==> src/rtl/a1csa_pipe.sv <==
// Two-stage pipelined add-one carry-select adder with add/sub mode and valid/ready on both sides.
// Stage 1 forms per-block carry-in-0 sums; stage 2 resolves block carries and applies add-one.
module a1csa_pipe #(
    parameter int unsigned N = 16,
    parameter int unsigned B = 4
) (
    input  logic         clk,
    input  logic         rst,
    input  logic         in_valid,
    output logic         in_ready,
    input  logic [N-1:0] a,
    input  logic [N-1:0] b,
    input  logic         cin,
    input  logic         sub,
    output logic         out_valid,
    input  logic         out_ready,
    output logic [N-1:0] sum,
    output logic         cout,
    output logic         ovf
);

    localparam int unsigned NB = (B == 0) ? 1 : N / B;

    if (B == 0 || (N % B) != 0 || N == 0) begin : g_param_check
        $error("a1csa_pipe: N must be a non-zero multiple of B");
    end

    // ------------------------------------------------------------------
    // Flow control
    // ------------------------------------------------------------------
    logic v1_q, v1_d;
    logic v2_q, v2_d;
    logic s2_free;
    logic s1_adv;
    logic in_xfer;

    always_comb begin
        s2_free  = !v2_q || out_ready;
        s1_adv   = v1_q && s2_free;
        in_ready = !v1_q || s2_free;
        in_xfer  = in_valid && in_ready;
        v2_d     = s1_adv ? 1'b1 : (out_ready ? 1'b0 : v2_q);
        v1_d     = in_xfer ? 1'b1 : (s1_adv ? 1'b0 : v1_q);
    end

    // ------------------------------------------------------------------
    // Stage 1: operand conditioning and per-block carry-in-0 sums
    // ------------------------------------------------------------------
    logic [N-1:0]  bb;
    logic          c0;
    logic [N-1:0]  s0_d;
    logic [NB-1:0] g_d;
    logic [NB-1:0] p_d;
    logic [B:0]    blk_sum;

    always_comb begin
        bb      = sub ? ~b : b;
        c0      = sub ? 1'b1 : cin;
        s0_d    = '0;
        g_d     = '0;
        p_d     = '0;
        blk_sum = '0;
        for (int unsigned k = 0; k < NB; k++) begin
            blk_sum = {1'b0, a[k*B +: B]} + {1'b0, bb[k*B +: B]};
            s0_d[k*B +: B] = blk_sum[B-1:0];
            g_d[k] = blk_sum[B];
            // An all-ones block sum is the only case where carry-in 1 ripples out.
            p_d[k] = &blk_sum[B-1:0];
        end
    end

    logic [N-1:0]  s0_q;
    logic [NB-1:0] g_q;
    logic [NB-1:0] p_q;
    logic          c0_q;
    logic          a_msb_q;
    logic          bb_msb_q;

    always_ff @(posedge clk or posedge rst) begin
        if (rst) begin
            v1_q     <= 1'b0;
            s0_q     <= '0;
            g_q      <= '0;
            p_q      <= '0;
            c0_q     <= 1'b0;
            a_msb_q  <= 1'b0;
            bb_msb_q <= 1'b0;
        end else begin
            v1_q <= v1_d;
            if (in_xfer) begin
                s0_q     <= s0_d;
                g_q      <= g_d;
                p_q      <= p_d;
                c0_q     <= c0;
                a_msb_q  <= a[N-1];
                bb_msb_q <= bb[N-1];
            end
        end
    end

    // ------------------------------------------------------------------
    // Stage 2: block carry chain and add-one correction
    // ------------------------------------------------------------------
    logic [NB:0]  carry;
    logic [N-1:0] sum_d;
    logic         cout_d;
    logic         ovf_d;
    logic         run;

    always_comb begin
        carry    = '0;
        carry[0] = c0_q;
        for (int unsigned k = 0; k < NB; k++) begin
            carry[k+1] = g_q[k] | (p_q[k] & carry[k]);
        end
        sum_d = '0;
        run   = 1'b0;
        for (int unsigned k = 0; k < NB; k++) begin
            // Bit i flips when the block carry reaches it through all lower ones.
            run = carry[k];
            for (int unsigned j = 0; j < B; j++) begin
                sum_d[k*B+j] = s0_q[k*B+j] ^ run;
                run = run & s0_q[k*B+j];
            end
        end
        cout_d = carry[NB];
        ovf_d  = (a_msb_q == bb_msb_q) && (sum_d[N-1] != a_msb_q);
    end

    logic [N-1:0] sum_q;
    logic         cout_q;
    logic         ovf_q;

    always_ff @(posedge clk or posedge rst) begin
        if (rst) begin
            v2_q   <= 1'b0;
            sum_q  <= '0;
            cout_q <= 1'b0;
            ovf_q  <= 1'b0;
        end else begin
            v2_q <= v2_d;
            if (s1_adv) begin
                sum_q  <= sum_d;
                cout_q <= cout_d;
                ovf_q  <= ovf_d;
            end
        end
    end

    assign out_valid = v2_q;
    assign sum       = sum_q;
    assign cout      = cout_q;
    assign ovf       = ovf_q;

endmodule

==> config.mk <==
export PLATFORM = sky130hd
export DESIGN_NAME = a1csa_pipe
export DESIGN_NICKNAME = d
export VERILOG_FILES = /design/src/rtl/a1csa_pipe.sv
export SDC_FILE = /design/constraint.sdc
export NUM_CORES = 1
export LEC_CHECK = 0
export ABC_AREA = 1
export BUFFER_PORTS_ARGS = -buffer_cell sky130_fd_sc_hd__buf_4
export CORE_MARGIN = 5
export CORE_UTILIZATION = 49
export CTS_CLUSTER_DIAMETER = 120
export CTS_CLUSTER_SIZE = 24
export DETAILED_ROUTE_END_ITERATION = 8
export PLACE_DENSITY = 0.81
export SETUP_SLACK_MARGIN = 0.02
export SYNTH_ARGS = -nofsm -noshare
export SYNTH_HDL_FRONTEND = slang
export SYNTH_SLANG_ARGS = --single-unit
export TNS_END_PERCENT = 30
==> constraint.sdc <==
create_clock -name clk -period 1.6 [get_ports clk]
set_input_delay 0.24 -clock clk [delete_from_list [all_inputs] [get_ports clk]]
set_output_delay 0.24 -clock clk [all_outputs]
set_load 0.02 [all_outputs]
==> results.toml <==
[outcome]
status = "finished, violations left"
violations = "negative setup slack"

[critical_path]
path_class = "reg -> reg"
reg2reg_from = "c0_q$_DFFE_PP0P_"
worstSetupStartpointType = "flip-flop"
end_kind = "flip-flop"
timing.rr.end = "ovf$_DFFE_PP0P_"
worst-r2r-setup-slack_ns = -0.19
worstRegToRegCells = 13
critPathMaxFanout = 3
arrival_ns = 2.00
critPathRequiredTime_ns = 1.82

[min_path]
min_to = "a_msb_q$_DFFE_PP0P_"
min_from = "a[15]"
hold_class = "in -> reg"
holdPathStages = 3

[place]
dpl-instance-area_um2 = 3323
hpwlAfterDp_um = 4437
routabilityCongestion = 0.7787
port-buffer-count = 57

[logic_synthesis]
yosys.area_share.simple = 0.2207
ys_types = 23
synth-xor-area-share = 0.07774
synth_edf_count = 0
avgSynthCellArea_um2 = 9.013
synth_top_cell_area_share = 0.4350
syn_area_um2 = 2704
netlist_top_cells_area = "dfrtp_1 43%, nand2_1 15%, ha_1 13%"
synth-async-reset-ratio = 1.000
synth_fp_nets = 370
yosys.area.top_type = "dfrtp_1"
synth.mux.area_fraction = 0
synth_ff_type = "dfrtp_1"
synth_top_family_by_area = "simple AND/OR/NAND/NOR gates"
synth_fa_ha_area_frac = 0.1592
synth_cells = 300
seq_area_frac_synth = 0.4350
yosys_warnings = 0
synth_compound_area_frac = 0.05460
synth-seq-cells = 47

[cts]
numCtsBuffers = 5
cts_root_buf = "clkbuf_8"
clk_pin_slew_worst_paths_ns = 0.08
post_cts_buffers = 0
clock_latency_ns = 0.29
cts_max_path_buffers = 2
tritoncts = "done"
clock-sinks = 47
cts-htree-levels = 2

[power]
p_clk_frac = 0.158
intPower_mw = 2.668
p_comb_frac = 0.425
pwr_density_cell_nw_per_um2 = 1224
switching_share = 0.3765
peakVddDrop_mv = 0.4839
pwr-share-seq = 0.417
p_leak_nw = 1.853
power_switching_mw = 1.611
p_total_mw = 4.279

[grt]
grt_max_degree = 48
grt_pass1_wl_um = 10140
grt_usage = 0.1713
antenna_found_initial = 0
grt_pass1_vias = 2279
grt_overflow_total = 0

[floorplan]
core_area_um2 = 5439
pin_count = 58
initial_core_util = 0.4971
dieArea_um2 = 7104
rows = 27
die_y_um = 84.29
fp.dieW_um = 84.29

[timing]
fmax_mhz = 559.9
fin_ws_ns = -0.1860
fin_skew_ns = 0.007850
maxSlewHeadroom = 0.7996
fin_crit_ns = 1.786
report.final.slew_viol_count = 0
worst_pin_slew_ns = 0.2996
period_share = 1.116
finalSetupViolCount = 2
rsz0062_at_grt = "yes"
hold_viol_final = 0

[final_layout]
fillers = 438
num_antenna_cells = 0
area_growth_syn_to_layout_pct = 29.34
final_cell_mix = "107 x nand2_1, 73 x buf_4, 47 x dfrtp_1"
utilization = 0.6430
drive_above_1_share = 0.3190
layout_commonest_cell = "nand2_1"
fin_area_um2 = 3497
num-nets-final = 442

[route]
via_count = 2200
vias_per_cell = 4.944
ant_nets = 0
wl_per_cell_um = 12.78
drc = 0
wl_um = 5685
drtPass1Iterations = 4
drt_iter0_markers = 169

[job]
max_cap_viol_count = 0
==> worst max path at each step <==
stage	start	endpoint	slack, ns	cells past startpoint
after detailed placement	g_q[0]$_DFFE_PP0P_	ovf$_DFFE_PP0P_	-0.29	13
final	c0_q$_DFFE_PP0P_	ovf$_DFFE_PP0P_	-0.19	13
after CTS	p_q[0]$_DFFE_PP0P_	ovf$_DFFE_PP0P_	-0.16	13
after floorplan	sub	p_q[0]$_DFFE_PP0P_	-0.12	12
after global placement	c0_q$_DFFE_PP0P_	ovf$_DFFE_PP0P_	-0.13	13
after global routing	c0_q$_DFFE_PP0P_	ovf$_DFFE_PP0P_	-0.32	13
==> stage by stage <==
stage               setup TNS [ns]  instances  hold slack (ns)  worst slack, ns
global route               -0.4776        445           0.1778          -0.3232
global placement           -0.8317        436           0.3035          -0.1344
floorplan                  -0.5826        300           0.3496          -0.1212
finish                     -0.2137        445           0.1665          -0.1860
CTS                        -0.2034        445           0.1689          -0.1598
detailed placement          -2.016        436           0.3071          -0.2859
==> power by group through the flow <==
stage	registers (mW)	logic (mW)	clock network, mW
detailed placement	1.79	1.75	0
global placement	1.77	1.68	0
finish	1.79	1.82	0.675
global route	1.84	2.05	0.730
floorplan	2.01	0.796	0
CTS	1.78	1.80	0.686
==> registers in the layout (all words and copies together) (netlist names), 4 cells and up <==
| signal | flops |
|---|---|
| s0_q | 16 |
| p_q | 4 |
| g_q | 4 |
| sum | 16 |
==> what timing repair did <==
item                                   4_1_cts  5_1_grt
cloned                                       0        0
pin swaps                                    3        4
resized for setup                           12        9
hold buffers                                 1        0
endpoints found under the hold margin       47        0
setup endpoints to repair                    5        7
==> cells in the mapped netlist, types with 4 or more instances <==
| library cell | number |
|---|---|
| ha_1 | 28 |
| nand2_1 | 110 |
| buf_2 | 7 |
| nand2_4 | 4 |
| xor2_1 | 21 |
| nor2_1 | 16 |
| fa_1 | 4 |
| nand3_1 | 4 |
| inv_1 | 16 |
| a21oi_1 | 7 |
| dfrtp_1 | 47 |
| o21ai_0 | 18 |
==> routing by layer <==
metal	wire [um]	global-route usage	part of all wire	vias up
met4	60	0.04386	0.011	0
li1	-	-	-	1092
met3	307	0.03827	0.054	7
met1	2479	0.2148	0.44	1034
met2	2838	0.2984	0.50	67
met5	0	0	0	-
==> cell type report <==
type                            count  area [um^2]  area share
Inverter                           19        73.82     0.02111
Multi-Input combinational cell    224         1498      0.4283
Tap cell                           72        90.09     0.02576
Clock inverter                      1        5.005    0.001431
Clock buffer                        7        76.32     0.02182
Sequential cell                    47         1176      0.3363
Timing Repair Buffer               75        578.1      0.1653
==> critical path, stage by stage, from the launching register on <==
cell,delay [ns]
dfrtp_1,0.38
nand2_1,0.09
nand2_2,0.07
nand2_2,0.06
nand2_2,0.05
nand2_1,0.06
nand2_1,0.06
ha_2,0.19
ha_4,0.16
ha_4,0.15
xor2_2,0.15
o21ai_1,0.08
nand2_1,0.07
o21ai_1,0.14
==> logic make-up after synthesis <==
group | after synthesis
buf+inv | 29
compound gates | 28
fa+ha+maj | 32
simple gates | 140
flops | 47
xor+xnor | 24
Power figures use the tool's default switching activity.
